$ cat src/rtl/tensor_wb_queue.sv
// In-order writeback FIFO between the tensor core and the commit/writeback arbiter,
// with per-warp tile row tracking. Optional macro: TENSOR_WBQ_BYPASS_EN (empty-queue bypass).
module tensor_wb_queue #(
  parameter int NUM_THREADS = 4,
  parameter int XLEN        = 32,
  parameter int NUM_WARPS   = 8,
  parameter int THREAD_N    = 4,
  parameter int DEPTH       = 4,
  parameter int NR_BITS     = 5
) (
  input  logic                          clk,
  input  logic                          rst_n,
  input  logic                          in_valid,
  output logic                          in_ready,
  input  logic [NUM_THREADS*XLEN-1:0]   in_data,
  input  logic [NR_BITS-1:0]            in_rd,
  input  logic [$clog2(NUM_WARPS)-1:0]  in_wid,
  input  logic                          in_wb,
  output logic                          out_valid,
  input  logic                          out_ready,
  output logic [NUM_THREADS*XLEN-1:0]   out_data,
  output logic [NR_BITS-1:0]            out_rd,
  output logic [$clog2(NUM_WARPS)-1:0]  out_wid,
  output logic                          out_wb,
  output logic                          out_last,
  output logic                          tile_done_valid,
  output logic [$clog2(NUM_WARPS)-1:0]  tile_done_wid,
  output logic [$clog2(DEPTH+1)-1:0]    occupancy
);
  localparam int DW = NUM_THREADS * XLEN;
  localparam int WW = $clog2(NUM_WARPS);
  localparam int AW = $clog2(DEPTH);
  localparam int PW = AW + 1;
  localparam int OW = $clog2(DEPTH + 1);
  localparam int CW = $clog2(THREAD_N);
  localparam logic [CW-1:0] LAST_ROW = CW'(THREAD_N - 1);

  logic [DW-1:0]      mem_data_q [DEPTH];
  logic [NR_BITS-1:0] mem_rd_q   [DEPTH];
  logic [WW-1:0]      mem_wid_q  [DEPTH];
  logic               mem_wb_q   [DEPTH];

  logic [PW-1:0] wr_ptr_q, wr_ptr_d, rd_ptr_q, rd_ptr_d;
  logic [OW-1:0] occ_q, occ_d;
  logic [CW-1:0] row_cnt_q [NUM_WARPS];
  logic [CW-1:0] row_cnt_d [NUM_WARPS];
  logic          td_valid_q, td_valid_d;
  logic [WW-1:0] td_wid_q, td_wid_d;

  logic          full_s, empty_s, bypass_s, push_s, pop_s, fifo_pop_s;
  logic [AW-1:0] head_s;

  // Queue status, head presentation and handshake qualification
  always_comb begin
    full_s    = (wr_ptr_q[AW] != rd_ptr_q[AW]) && (wr_ptr_q[AW-1:0] == rd_ptr_q[AW-1:0]);
    empty_s   = (wr_ptr_q == rd_ptr_q);
    head_s    = rd_ptr_q[AW-1:0];
    out_valid = !empty_s;
    out_data  = mem_data_q[head_s];
    out_rd    = mem_rd_q[head_s];
    out_wid   = mem_wid_q[head_s];
    out_wb    = mem_wb_q[head_s];
    bypass_s  = 1'b0;
`ifdef TENSOR_WBQ_BYPASS_EN
    // An empty queue forwards the incoming packet; it is only stored if not taken now
    if (empty_s) begin
      out_valid = in_valid;
      out_data  = in_data;
      out_rd    = in_rd;
      out_wid   = in_wid;
      out_wb    = in_wb;
      bypass_s  = in_valid && out_ready;
    end else begin
      bypass_s  = 1'b0;
    end
`endif
    out_last   = (row_cnt_q[out_wid] == LAST_ROW);
    in_ready   = !full_s;
    pop_s      = out_valid && out_ready;
    push_s     = in_valid && !full_s && !bypass_s;
    fifo_pop_s = pop_s && !bypass_s;
  end

  // Next-state for pointers, occupancy, row counters and tile-done pulse
  always_comb begin
    if (push_s) begin
      wr_ptr_d = wr_ptr_q + PW'(1);
    end else begin
      wr_ptr_d = wr_ptr_q;
    end
    if (fifo_pop_s) begin
      rd_ptr_d = rd_ptr_q + PW'(1);
    end else begin
      rd_ptr_d = rd_ptr_q;
    end
    case ({push_s, fifo_pop_s})
      2'b10:   occ_d = occ_q + OW'(1);
      2'b01:   occ_d = occ_q - OW'(1);
      default: occ_d = occ_q;
    endcase
    for (int w = 0; w < NUM_WARPS; w++) begin
      if (pop_s && (out_wid == WW'(w))) begin
        row_cnt_d[w] = out_last ? '0 : row_cnt_q[w] + CW'(1);
      end else begin
        row_cnt_d[w] = row_cnt_q[w];
      end
    end
    td_valid_d = pop_s && out_last;
    if (td_valid_d) begin
      td_wid_d = out_wid;
    end else begin
      td_wid_d = td_wid_q;
    end
  end

  // Control state with asynchronous reset
  always_ff @(posedge clk or negedge rst_n) begin
    if (!rst_n) begin
      wr_ptr_q   <= '0;
      rd_ptr_q   <= '0;
      occ_q      <= '0;
      td_valid_q <= 1'b0;
      td_wid_q   <= '0;
      for (int w = 0; w < NUM_WARPS; w++) row_cnt_q[w] <= '0;
    end else begin
      wr_ptr_q   <= wr_ptr_d;
      rd_ptr_q   <= rd_ptr_d;
      occ_q      <= occ_d;
      td_valid_q <= td_valid_d;
      td_wid_q   <= td_wid_d;
      for (int w = 0; w < NUM_WARPS; w++) row_cnt_q[w] <= row_cnt_d[w];
    end
  end

  // Packet storage; contents are don't-care until written
  always_ff @(posedge clk) begin
    if (push_s) begin
      mem_data_q[wr_ptr_q[AW-1:0]] <= in_data;
      mem_rd_q[wr_ptr_q[AW-1:0]]   <= in_rd;
      mem_wid_q[wr_ptr_q[AW-1:0]]  <= in_wid;
      mem_wb_q[wr_ptr_q[AW-1:0]]   <= in_wb;
    end
  end

  assign occupancy       = occ_q;
  assign tile_done_valid = td_valid_q;
  assign tile_done_wid   = td_wid_q;

endmodule

$ cat config.mk
export PLATFORM = sky130hd
export DESIGN_NAME = tensor_wb_queue
export DESIGN_NICKNAME = d
export VERILOG_FILES = /design/src/rtl/tensor_wb_queue.sv
export SDC_FILE = /design/constraint.sdc
export NUM_CORES = 1
export LEC_CHECK = 0
export BUFFER_PORTS_ARGS = -buffer_cell sky130_fd_sc_hd__buf_2
export CORE_MARGIN = 2
export CORE_UTILIZATION = 50
export CTS_CLUSTER_SIZE = 40
export DETAILED_ROUTE_END_ITERATION = 8
export PLACE_DENSITY = 0.72
export SKIP_LAST_GASP = 1
export SLEW_MARGIN = 20
export SYNTH_ARGS = -nofsm -noshare
export SYNTH_HDL_FRONTEND = slang
export SYNTH_SLANG_ARGS = --single-unit
$ cat constraint.sdc
create_clock -name clk -period 7.62 [get_ports clk]
set_input_delay 0.381 -clock clk [delete_from_list [all_inputs] [get_ports clk]]
set_output_delay 0.381 -clock clk [all_outputs]
set_load 0.01 [all_outputs]
# == Word-level counts from Yosys, hierarchy flattened ==
# Memories as Yosys holds them, arrays and structs flattened.
# Cells that the tools add are included.
# word_totals
reg_bits,29
latchBits,0
ram_bits,548
mem_bits_ro,0
input_bits,141
out_inout_bits,147
wordCells,74
memories,4
# memory_table
memory,depth,word_bits,rd,rd_ports_with_merged_regs,write_ports,line_no,source
mem_data_q,4,128,1,0,1,38,logic [DW-1:0] mem_data_q [DEPTH];
mem_rd_q,4,5,1,0,1,39,logic [NR_BITS-1:0] mem_rd_q [DEPTH];
mem_wid_q,4,3,1,0,1,40,logic [WW-1:0] mem_wid_q [DEPTH];
mem_wb_q,4,1,1,0,1,41,logic mem_wb_q [DEPTH];
# op_classes
n_addsub,12
multipliers,0
n_div,0
order_cmp,1
n_eq_ne,13
n_shift,0
muxes,14
n_bitwise,1
reduce_logical,16
# ops
operator,count
two-way mux 2 bit,10
adder 2 x 1 -> 2 bit (second input constant),8
== test 3 bit (second input constant),4
logical AND 1 bit,12
adder 3 x 1 -> 3 bit (second input constant),3
binary-select mux 2 bit (select 3 bit),1
== test 3 x 2 -> 1 bit (second input constant),2
case mux 3 bit (2 select lines),1
== test 2 bit (second input constant),2
>= comparator 4 bit (second input constant),1
inverter 3 -> 4 bit,1
== test 3 x 1 -> 1 bit (second input constant),1
== test 3 bit,1
zero test 3 bit,1
subtractor 3 x 1 -> 3 bit (second input constant),1
== test 2 x 1 -> 1 bit (second input constant),1
== test 2 bit,1
zero test 1 bit,2
two-way mux 1 bit,2
nonzero test 2 bit,1
!= test 1 bit,1

# == Longest topological paths before layout ==
# Gate-level depths: netlist of run 1.
# An unclocked memory read counts as a cell.
# depth
depth_word,7
depth_mapped,12
depth_no_buf,10

# == Worst setup path before layout of run 1 ==
# Ideal clock, no wire load.
# synth_path
path_type,reg2reg
startpoint,reg rd_ptr_q[1]
endpoint,mem mem_data_q[3][0] (netlist bit) (enable)
setup_time_ns,0.515
t_arrival_ns,4.411
required_time_ns,7.105
path_slack_ns,2.694
stages_incl_launch_ff,6
path_buffers,2
synth_period_minus_slack_ns,4.926
cell_sequence,dfrtp_1 -> buf_2 -> buf_1 -> xnor2_1 -> nand3_1 -> and3_1
# synth_via
elab_chain_len,6
# synth_rtl
element,line_no,source
"start, declared",43,"logic [PW-1:0] wr_ptr_q, wr_ptr_d, rd_ptr_q, rd_ptr_d;"
"start signal, assigned",127,rd_ptr_q <= rd_ptr_d;
== test 2 bit,55,full_s = (wr_ptr_q[AW] != rd_ptr_q[AW]) && (wr_ptr_q[AW-1:0] == rd_ptr_q[AW-1:0]);
logical AND 1 bit,55,
zero test 1 bit,n/a,
net in_ready,14,"output logic in_ready,"
logical AND 1 bit,80,push_s = in_valid && !full_s && !bypass_s;
two-way mux 1 bit,137,if (push_s) begin
two-way mux 1 bit (not written as such),138,mem_data_q[wr_ptr_q[AW-1:0]] <= in_data;
"end, declared",38,
# The timed path passes the listed nets, and every way through them passes these cells.

# == Final worst setup path of run 1 ==
# layout_path
startpoint,reg rd_ptr_q[0]
endpoint,out out_last
# layout_via
elab_chain_len,6
# layout_rtl
element,line_no,source
memory (4 x 3 bit),n/a,
inverter 3 -> 4 bit (not written as such),77,out_last = (row_cnt_q[out_wid] == LAST_ROW);
binary-select mux 2 bit (select 3 bit),77,
two-way mux 2 bit (not written as such) (2 in a row),77,
== test 2 bit,77,
"end, declared",25,"output logic out_last,"
# Every way passes these cells. The select of a mux whose other input is x is not followed.

==> metrics.md, run 1 <==
| Metric | Value |
|---|---|
| H-tree level count | `2` |
| Power share of the clock group | `between 20% and 30%` |
| Vias | `approximately 10000` |
| CP arrival | `just under 4 ns` |
| Setup Fix Bufs, Post-CTS | `0` |
| Clk sink count | `577` |
| Combinational Power Share | `30.4%` |
| Post-synthesis mux area share | `15.2%` |
| Final WL | `42400 um` |
| Switch Pwr | `approximately 3.2 mW` |
| CTS buffer count | `57` |
| DRC | `0` |
| CTS tree | `yes` |
| Most frequent cell on the critical path | `mux2i_1` |
| Core Footprint | `0.0419 mm2` |
| Root buffer cell | `clkbuf_16` |
| # rows | `75` |
| WP data required | `7.24 ns` |
| FF-to-FF setup slack | `just over 4 ns` |
| Routed len/inst | `22.2 um` |
| Switch share | `30.6%` |
| Critical path cell sequence | `buf_12, mux4_2, mux2i_1, mux2i_1, o22ai_1, buf_2` |
| Min cycle time layout | `~4.3 ns` |
| Pre-CTS setup slack | `3.77 ns` |
| Dpl cells | `1660` |
| Syn Area/Cell | `24.7 um2` |
| Initial Util | `between 50% and 60%` |
| Most used DFF post-synth | `edfxtp_1` |
| Crit path launch type | `flop` |
| Tcrit/Tclk final | `56.1%` |
| Area grow syn2layout | `24.7%` |
| Yosys top cell by area | `edfxtp_1` |
| Max-slew violations | `0` |
| Post-synth cell types | `31` |
| Die width | `between 200 and 250 um` |
| PD cells | `394 mW/mm2` |
| CTS Buffer Depth | `3` |
| Nature of the critical path endpoint | `output pin` |
| Critical path's largest stage delay | `around 0.95 ns` |
| Most frequent cells in the layout | `548 x edfxtp_1, 287 x buf_2, 138 x mux4_2, 135 x dlygate4sd3_1, 60 x clkbuf_16` |
| Max-Cap Viols | `0` |
| Xor/xnor cell area share of the yosys netlist | `0.909%` |
| CTS clk-pin slew, worst paths | `0.06 ns` |
| GRT Total Usage | `19.4%` |
| Via density | `5.41` |
| Synth async-reset ratio | `5.03%` |
| I/O Buffers | `287` |
| Hold Crit Class | `primary input to flop` |
| Seq/Total Area, Yosys | `81.1%` |
| Final TNS setup | `0 ns` |
| Flop pwr share | `44.1%` |
| Syn Nets | `~1000` |
| CP max stage cell | `dfrtp_4` |
| Placed Area | `roughly 0.023 mm2` |
| Largest family of logic cells by synthesized area | `multiplexers` |
| Post-route setup slack | `3.34 ns` |
| Die height | `about 210 um` |
| LEAKAGE | `about 9.2 nW` |
| Setup CP Type | `flop to output pin` |
| Post-Route Skew | `between 0.02 and 0.025 ns` |
| Fraction of layout cells with a size suffix above 1 | `38.7%` |
| Final cell count without fillers | `1906` |
| Yosys reg bits | `between 500 and 600` |
| Most area-consuming cells after synthesis | `edfxtp_1 78%, mux4_2 15%, dfrtp_1 3.4%` |
| Top-area cell type share of the netlist area | `77.6%` |
| Vias in the first global route | `~11000` |
| Post-Synth Adder-Cell Area | `less than 1%` |
| Design area | `0.0264 mm2` |
| Final Hold Vio Count | `0` |
| Hold slack | `0.0303 ns` |
| Worst-skew pair later-pin latency | `0.60 ns` |
| Initial DRC count | `667` |
| Worst slew pin tran | `1.03 ns` |
| DRT Pass-1 Iters | `4` |
| First-pass GRT wire length | `64400 um` |
| Most common cell after layout, fill and taps aside | `edfxtp_1` |
| Post-synth EDFFs | `548` |
| Final #Nets | `1463` |
| Synth Area in Compound Gates | `0.691%` |
| Run status | `finished, final reports clean` |
| Largest net degree at the start of global routing | `105` |
| Gr ovfl total | `0` |
| Die area | `0.0441 mm2` |
| DRT antenna net count | `0` |
| Slew HR | `31.1%` |
| Max VDD drop | `0.310 mV` |
| F_max | `roughly 230 MHz` |
| Mapped Cells | `857` |
| Final RePlAce weighted congestion | `roughly 0.79` |
| DP Wirelength | `~25000 um` |
| RSZ-0062 raised after global routing | `false` |
| Post-Synth Simple-Gate Area | `0.785%` |
| Yosys warning total | `0` |
| Int Pwr | `around 7.2 mW` |
| Synthesized area | `0.0212 mm2` |
| Initial antenna violation count | `4` |
| IO Pins | `288` |
| Final setup violation count | `0` |
| Largest fanout on the critical path | `about 100` |
[synthesized netlist by cell type (4+ instances only)]
library cell and instances:
buf_1 17, and3_1 4, a21oi_1 13, clkbuf_1 9, mux2i_1 6, buf_2 6, nor2_1 11, xnor2_1 8
mux4_2 138, nand2b_1 5, dfrtp_1 29, nand2_1 11, ha_1 6, edfxtp_1 548, inv_1 10, xor2_1 14
[logic make-up (layout without fill, tap and decap cells)]
group / count (synthesis) / after routing
flip-flops: 577 / 577
multiplexers: 149 / 149
buffers and inverters: 44 / 550
AND/OR/NAND/NOR: 36 / 36
AO/OA/AOI/OAI: 22 / 22
XOR/XNOR: 22 / 22
adder cells (fa/ha/maj): 7 / 7
other: 0 / 4
[area by class of cell]
type / count / area [um2]
inverter: 10 / 37.5
timing repair buffer: 433 / 2880
clock buffer: 75 / 1570
antenna: 4 / 10.0
multi-input combinational: 236 / 3850
sequential: 577 / 17200
clock inverter: 32 / 220
fill: 2822 / 15400
tap: 539 / 674
[sequential cells by signal (all words and copies together), names as in the netlist]
name and cells:
wr_ptr_q 3, occupancy 3, tile_done_valid 1, row_cnt_q 16, mem_rd_q 20, tile_done_wid 3
rd_ptr_q 3, mem_data_q 512, mem_wb_q 4, mem_wid_q 12
[worst paths after layout]
kind                                   start           endpoint  depth (start not counted)
worst min-delay path             in_data[96]  mem_data_q[1][96]                          1
worst min register to register  occupancy[2]       occupancy[2]                          1
worst max-delay path             rd_ptr_q[0]           out_last                          6
max in group asynchronous              rst_n        rd_ptr_q[1]                          2
worst max register to register   rd_ptr_q[0]   tile_done_wid[0]                          6
min in group asynchronous              rst_n   tile_done_wid[0]                          2
[power groups by stage]
stage	clock [mW]	sequential (mW)	combinational [mW]
final	2.65	4.60	3.16
after global routing	2.83	4.67	3.40
after CTS	2.71	4.61	3.23
after detailed placement	0	4.67	3.16
after global placement	0	4.63	3.14
after floorplan	0	4.59	2.08
[critical path, delay by kind of cell, from the launching register on]
family	cells	cell delay, ns
flops	1	0.95
compound gates	1	0.17
mux	3	1.28
buf+inv	2	0.83
[per-stage QoR]
| step | power [mW] | util, % |
|---|---|---|
| final | 10.4 | 63.1 |
| after global routing | 10.9 | 63.1 |
| after CTS | 10.6 | 63.1 |
| after detailed placement | 7.83 | 55.6 |
| after global placement | 7.77 | 55.6 |
| after floorplan | 6.67 | - |
[layer usage]
layer  GRT usage [%]  share of wire (%)  vias to the layer above
met3            5.63                6.9                       69
met4            6.53                2.3                        2
met1            26.9                 43                     5366
li1                -                  -                     4546
met5               0              0.031                        -
met2            30.1                 48                      321
[timing repair]
item,4_1_cts,5_1_grt
gates resized for setup,0,0
endpoints found under the hold margin,564,0
hold buffers,135,0
(Power assumes the default switching activity.)
==> run 2: changes to the inputs <==
--- a/config.mk
+++ b/config.mk
@@ -5,12 +5,13 @@
 export SDC_FILE = /design/constraint.sdc
 export NUM_CORES = 1
 export LEC_CHECK = 0
+export ABC_AREA = 1
 export BUFFER_PORTS_ARGS = -buffer_cell sky130_fd_sc_hd__buf_2
 export CORE_MARGIN = 2
 export CORE_UTILIZATION = 50
 export CTS_CLUSTER_SIZE = 40
 export DETAILED_ROUTE_END_ITERATION = 8
-export PLACE_DENSITY = 0.72
+export PLACE_DENSITY = 0.74
 export SKIP_LAST_GASP = 1
 export SLEW_MARGIN = 20
 export SYNTH_ARGS = -nofsm -noshare
==> constraint.sdc (replaced) <==
create_clock -name clk -period 3.8 [get_ports clk]
set_input_delay 0.19 -clock clk [delete_from_list [all_inputs] [get_ports clk]]
set_output_delay 0.19 -clock clk [all_outputs]
set_load 0.01 [all_outputs]
==> metrics.md, run 2 <==
| Metric | Value |
|---|---|
| Final cell count without fillers | `2558` |
| Core Footprint | `between 0.04 and 0.05 mm2` |
| Final WL | `around 50000 um` |
| F_max | `305 MHz` |
| Largest fanout on the critical path | `84` |
| DRT Pass-1 Iters | `5` |
| # rows | `76` |
| Min cycle time layout | `3.28 ns` |
| Die area | `0.0454 mm2` |
| Worst R2R Start | `rd_ptr_q[0]` |
| I/O Buffers | `287` |
| DRC | `0` |
| Design area | `around 0.027 mm2` |
| Syn Area/Cell | `14.4 um2` |
| Combinational Power Share | `between 30% and 40%` |
| Post-synth cell types | `32` |
| WP data required | `3.61 ns` |
| Die width | `~210 um` |
| CTS clk-pin slew, worst paths | `0.06 ns` |
| Switch Pwr | `8.03 mW` |
| Initial antenna violation count | `2` |
| Die height | `between 200 and 250 um` |
| Mapped Cells | `1517` |
| Post-Route Skew | `0.0154 ns` |
| Most area-consuming cells after synthesis | `edfxtp_1 75%, o21ai_0 6.2%, nor2_1 4.9%` |
| Max-Cap Viols | `0` |
| End of the worst register-to-register path | `tile_done_wid[0]` |
| Run status | `finished, final reports clean` |
| R2R cell count | `13` |
| Hold Crit Start | `out_ready` |
| Yosys warning total | `0` |
| Synth top cells by count | `548 x edfxtp_1, 287 x nor2_1, 270 x o21ai_0, 134 x o22ai_1, 61 x clkbuf_1` |
| Flop pwr share | `40.8%` |
| LEAKAGE | `approximately 9.6 nW` |
| Slew HR | `38.9%` |
| Largest net degree at the start of global routing | `~140` |
| Critical path destination | `out_data[87]` |
| Setup Fix Bufs, Post-CTS | `0` |
| Syn Nets | `~1700` |
| Vias in the first global route | `14000` |
| Yosys reg bits | `~580` |
| Dpl cells | `between 2000 and 2500` |
| Crit path launch type | `flop` |
| Via density | `5.47` |
| Setup crit start | `rd_ptr_q[0]` |
| Seq/Total Area, Yosys | `around four fifths` |
| First-pass GRT wire length | `75900 um` |
| Clk sink count | `577` |
| Switch share | `36.4%` |
| H-tree level count | `2` |
| Worst slew pin tran | `0.917 ns` |
| Final #Nets | `2077` |
| Pre-CTS setup slack | `1.16 ns` |
| Placed Area | `0.0240 mm2` |
| Setup CP Type | `flop to output pin` |
| CTS tree | `yes` |
| Max reg flops | `512` |
| Tcrit/Tclk final | `~86%` |
| Cell with the most instances after synthesis | `edfxtp_1` |
| Gr ovfl total | `0` |
| DP Wirelength | `26500 um` |
| Final core occ | `between 60% and 70%` |
| Initial Util | `about half` |
| Area grow syn2layout | `23.9%` |
| Most common cell after layout, fill and taps aside | `edfxtp_1` |
| # fillers | `3078` |
| PD cells | `816 mW/mm2` |
| Nature of the critical path endpoint | `output pin` |
| CP arrival | `3.09 ns` |
| GRT Total Usage | `~22%` |
| Fraction of layout cells with a size suffix above 1 | `21.3%` |
| Worst-skew pair later-pin latency | `about 0.6 ns` |
| Yosys top cell by area | `edfxtp_1` |
| Max-slew violations | `0` |
| FF-to-FF setup slack | `approximately 1.3 ns` |
| Final RePlAce weighted congestion | `0.838` |
| Synthesized area | `0.0218 mm2` |
| Vias | `14000` |
| CTS Buffer Depth | `3` |
| Power share of the clock group | `23.5%` |
| CTS buffer count | `55` |
| DRT antenna net count | `0` |
| Synth async-reset ratio | `5.03%` |
| Int Pwr | `14.1 mW` |
| RSZ-0062 raised after global routing | `false` |
| Final setup violation count | `0` |
| Most frequent cells in the layout | `548 x edfxtp_1, 287 x buf_2, 283 x nor2_1, 270 x o21ai_0, 138 x dlygate4sd3_1` |
| Final Hold Vio Count | `0` |
| Max VDD drop | `around 0.6 mV` |
| Hold Crit Class | `primary input to flop` |
| Initial DRC count | `1010` |
| Pwr Total | `about 22 mW` |
| Post-synth EDFFs | `between 500 and 600` |
| Top-area cell type share of the netlist area | `75.4%` |
| IO Pins | `~290` |
| Routed len/inst | `between 15 and 20 um` |
| Root buffer cell | `clkbuf_16` |
| Most used DFF post-synth | `edfxtp_1` |
| Post-route setup slack | `around 0.52 ns` |
## run 2: cell count changes in the layout (fill, tap and decap cells not counted), sizes merged, moves of 7 or more
| cell | delta |
|---|---|
| o22ai | +132 |
| mux2i | -7 |
| o21ai | +269 |
| nand2 | +56 |
| a21oi | -11 |
| nand3 | +15 |
| inv | +14 |
| nor2 | +278 |
| mux4 | -138 |
| buf | +12 |
## run 2: logic make-up (layout without fill, tap and decap cells)
family / Yosys count / in the layout / synth area share, %
compound gates: 411 / 411 / 10.3
simple gates: 381 / 381 / 7.38
other cells: 0 / 2 / 0
flops: 577 / 577 / 78.7
xor+xnor: 21 / 21 / 0.842
buf+inv: 120 / 574 / 2.36
fa+ha+maj: 7 / 7 / 0.435
## run 2: repair_timing
action | CTS | global route
endpoints found under the hold margin | 577 | 0
gates resized for setup | 0 | 0
hold buffers | 138 | 0
endpoints found under the setup margin | 0 | 0
## run 2: routing by layer
layer | GRT usage [%] | vias to the layer above | wire length (um) | share of wire [%]
met1 | 27.1 | 6937 | 20100 | 41
met5 | 0 | - | 0 | 0
met3 | 4.65 | 95 | 3190 | 6.4
li1 | - | 6469 | - | -
met2 | 36.9 | 483 | 24800 | 50
met4 | 8.75 | 0 | 1420 | 2.9
## run 2: how the worst min path moves through the flow
stage,slack [ns],end,depth (start not counted)
floorplan,-0.11,occupancy[0],0
CTS,0.08,rd_ptr_q[0],3
finish,0.11,rd_ptr_q[0],3
detailed placement,0.26,tile_done_wid[1],1
global placement,0.25,tile_done_wid[2],1
global route,0.12,rd_ptr_q[0],3
## run 2: power by group through the flow
stage / Sequential [mW] / Combinational (mW) / Clock [mW]
5_1_grt: 9.12 / 8.66 / 5.51
6_report: 9.00 / 7.90 / 5.18
4_1_cts: 9.00 / 7.94 / 5.27
3_5_place_dp: 9.12 / 7.77 / 0
2_1_floorplan: 9.17 / 4.77 / 0
3_3_place_gp: 9.07 / 7.62 / 0
## run 2: worst max-delay path, stage by stage (launching register included)
cell and delay, ns:
dfrtp_4 0.46, buf_4 0.66, buf_4 0.64, o21ai_0 0.22, o22ai_1 0.25, buf_2 0.18
## run 2: final cells by class
type | count | area [um2] | share of cell area [%]
flip-flops and latches | 577 | 17200 | 63.5
well taps | 585 | 732 | 2.71
clock inverters | 28 | 244 | 0.902
clock buffers | 71 | 1460 | 5.39
inverters | 27 | 119 | 0.439
repair buffers | 448 | 3140 | 11.6
diodes | 2 | 5.00 | 0.0185
multi-input cells | 820 | 4170 | 15.4
## run 2: stage by stage
step                      TNS, ns  hold WS, ns
after floorplan           -549.24       -0.106
after global placement          0        0.255
after detailed placement        0        0.262
after CTS                       0       0.0759
after global routing            0        0.124
final                           0        0.112
==> run 3: changes to the inputs <==
--- a/config.mk
+++ b/config.mk
@@ -7,13 +7,14 @@
 export LEC_CHECK = 0
 export ABC_AREA = 1
 export BUFFER_PORTS_ARGS = -buffer_cell sky130_fd_sc_hd__buf_2
+export CORE_ASPECT_RATIO = 0.5
 export CORE_MARGIN = 2
 export CORE_UTILIZATION = 50
 export CTS_CLUSTER_SIZE = 40
 export DETAILED_ROUTE_END_ITERATION = 8
 export PLACE_DENSITY = 0.74
 export SKIP_LAST_GASP = 1
-export SLEW_MARGIN = 20
+export SLEW_MARGIN = 5
 export SYNTH_ARGS = -nofsm -noshare
 export SYNTH_HDL_FRONTEND = slang
 export SYNTH_SLANG_ARGS = --single-unit
==> metrics.md, run 3 (synthesis gave the netlist of run 2 again) <==
| Metric | Value |
|---|---|
| Run status | `finished, final reports clean` |
| Setup crit start | `rd_ptr_q[0]` |
| Setup Fix Bufs, Post-CTS | `0` |
| Vias | `approximately 14000` |
| Multi-input gate area | `0.00417 mm2` |
| Routed len/inst | `between 15 and 20 um` |
| I/O Buffers | `287` |
| Initial antenna violation count | `5` |
| Fraction of layout cells with a size suffix above 1 | `21.4%` |
| Slew HR | `46.8%` |
| CTS Hold Buffers Added | `138` |
| Initial DRC count | `approximately 1100` |
| # rows | `54` |
| DRT antenna net count | `0` |
| Nature of the critical path endpoint | `output pin` |
| Die width | `300 um` |
| CTS tree | `yes` |
| Critical path destination | `out_last` |
| PD cells | `just over 800 mW/mm2` |
| Largest fanout on the critical path | `a little under 70` |
| Post-Route Skew | `between 0.02 and 0.025 ns` |
| Max-Cap Viols | `0` |
| FF-to-FF setup slack | `1.05 ns` |
| LEAKAGE | `9.59 nW` |
| Crit path launch type | `flop` |
| Setup CP Type | `flop to output pin` |
| DRT Pass-1 Iters | `5` |
| CTS buffer count | `50` |
| Reg area | `0.0172 mm2` |
| IO Pins | `288` |
| Vias in the first global route | `13400` |
| Root buffer cell | `clkbuf_16` |
| Clk sink count | `about 580` |
| Design area | `0.0270 mm2` |
| RSZ-0062 raised after global routing | `false` |
| Worst-skew pair later-pin latency | `0.57 ns` |
| Final WL | `49200 um` |
| Most frequent cells in the layout | `548 x edfxtp_1, 287 x buf_2, 283 x nor2_1, 270 x o21ai_0, 138 x dlygate4sd3_1` |
| Area grow syn2layout | `23.6%` |
| Initial Util | `50.4%` |
| Via density | `5.47` |
| Largest net degree at the start of global routing | `178` |
| Final Hold Vio Count | `0` |
| Tcrit/Tclk final | `89.7%` |
| Dpl cells | `2320` |
| CTS Buffer Depth | `3` |
| Post-route setup slack | `approximately 0.39 ns` |
| # fillers | `3048` |
| Core Footprint | `0.0433 mm2` |
| DP Wirelength | `26400 um` |
| Die area | `approximately 0.045 mm2` |
| Max-slew violations | `0` |
| Final #Nets | `2070` |
| Gr ovfl total | `0` |
| DRC | `0` |
| Placed Area | `0.0240 mm2` |
| Min cycle time layout | `3.41 ns` |
| CTS clk-pin slew, worst paths | `0.07 ns` |
| Cts repair resizes | `0` |
| Final core occ | `62.3%` |
| Final RePlAce weighted congestion | `0.796` |
| Most common cell after layout, fill and taps aside | `edfxtp_1` |
| Hold slack | `~0.15 ns` |
| Max VDD drop | `0.516 mV` |
| CP arrival | `3.22 ns` |
| Final setup violation count | `0` |
| Worst R2R Start | `rd_ptr_q[0]` |
| Die height | `152 um` |
| End of the worst register-to-register path | `tile_done_wid[0]` |
| Pre-CTS setup slack | `0.993 ns` |
| WP data required | `3.61 ns` |
| F_max | `293 MHz` |
| R2R cell count | `13` |
| Hold Crit Class | `primary input to flop` |
| Max reg flops | `512` |
| First-pass GRT wire length | `between 70000 and 80000 um` |
| Worst slew pin tran | `about 0.8 ns` |
| GRT Total Usage | `20.8%` |
| Final cell count without fillers | `2555` |
| H-tree level count | `2` |
run 3: per-stage QoR:
step | power (mW) | TNS, ns
after floorplan | 13.9 | -549.24
after global placement | 16.7 | 0
after detailed placement | 16.9 | 0
after CTS | 22.0 | 0
after global routing | 23.1 | 0
final | 22.0 | 0
run 3: area by class of cell:
class                   instances  area share (%)
repair buffers                446            11.6
diodes                          7          0.0649
clock buffers                  62            4.88
multi-input cells             820            15.5
well taps                     588            2.73
flip-flops and latches        577            63.7
inverters                      27           0.441
clock inverters                28            1.09
run 3: routing by layer:
metal  routed length [um]  global-route usage [%]  vias up  share of wire, %
li1                     -                       -     6452                 -
met1                19100                    25.5     6933                39
met2                25400                    36.5      444                52
met3                 2390                    3.36      142               4.9
met4                 2350                    10.6        0               4.8
met5                    0                       0        -                 0
run 3: critical path, cell delays in order (launching register included):
cell and delay, ns:
dfrtp_4 0.71, buf_4 0.60, nand2_1 0.19, nand3_2 0.17, nand2_2 0.20, nor2_1 0.26, nand2_1 0.08, nand2_1 0.06
inv_1 0.05, nand3_2 0.08, nand2_4 0.08, buf_2 0.15
run 3: report_power, final:
group	leakage (nW)	internal, mW	total (mW)	switching (mW)
Clock	0.778	2.87	5.06	2.19
Sequential	5.36	8.60	9.09	0.486
Combinational	3.46	2.47	7.83	5.36
run 3: how the worst min path moves through the flow:
stage	from	endpoint	slack, ns	cells after the start
floorplan	rst_n	occupancy[0]	-0.11	0
global placement	rst_n	tile_done_valid	0.24	1
detailed placement	rst_n	tile_done_valid	0.25	1
CTS	out_ready	rd_ptr_q[0]	0.12	3
global route	out_ready	rd_ptr_q[0]	0.18	3
finish	out_ready	rd_ptr_q[0]	0.15	3
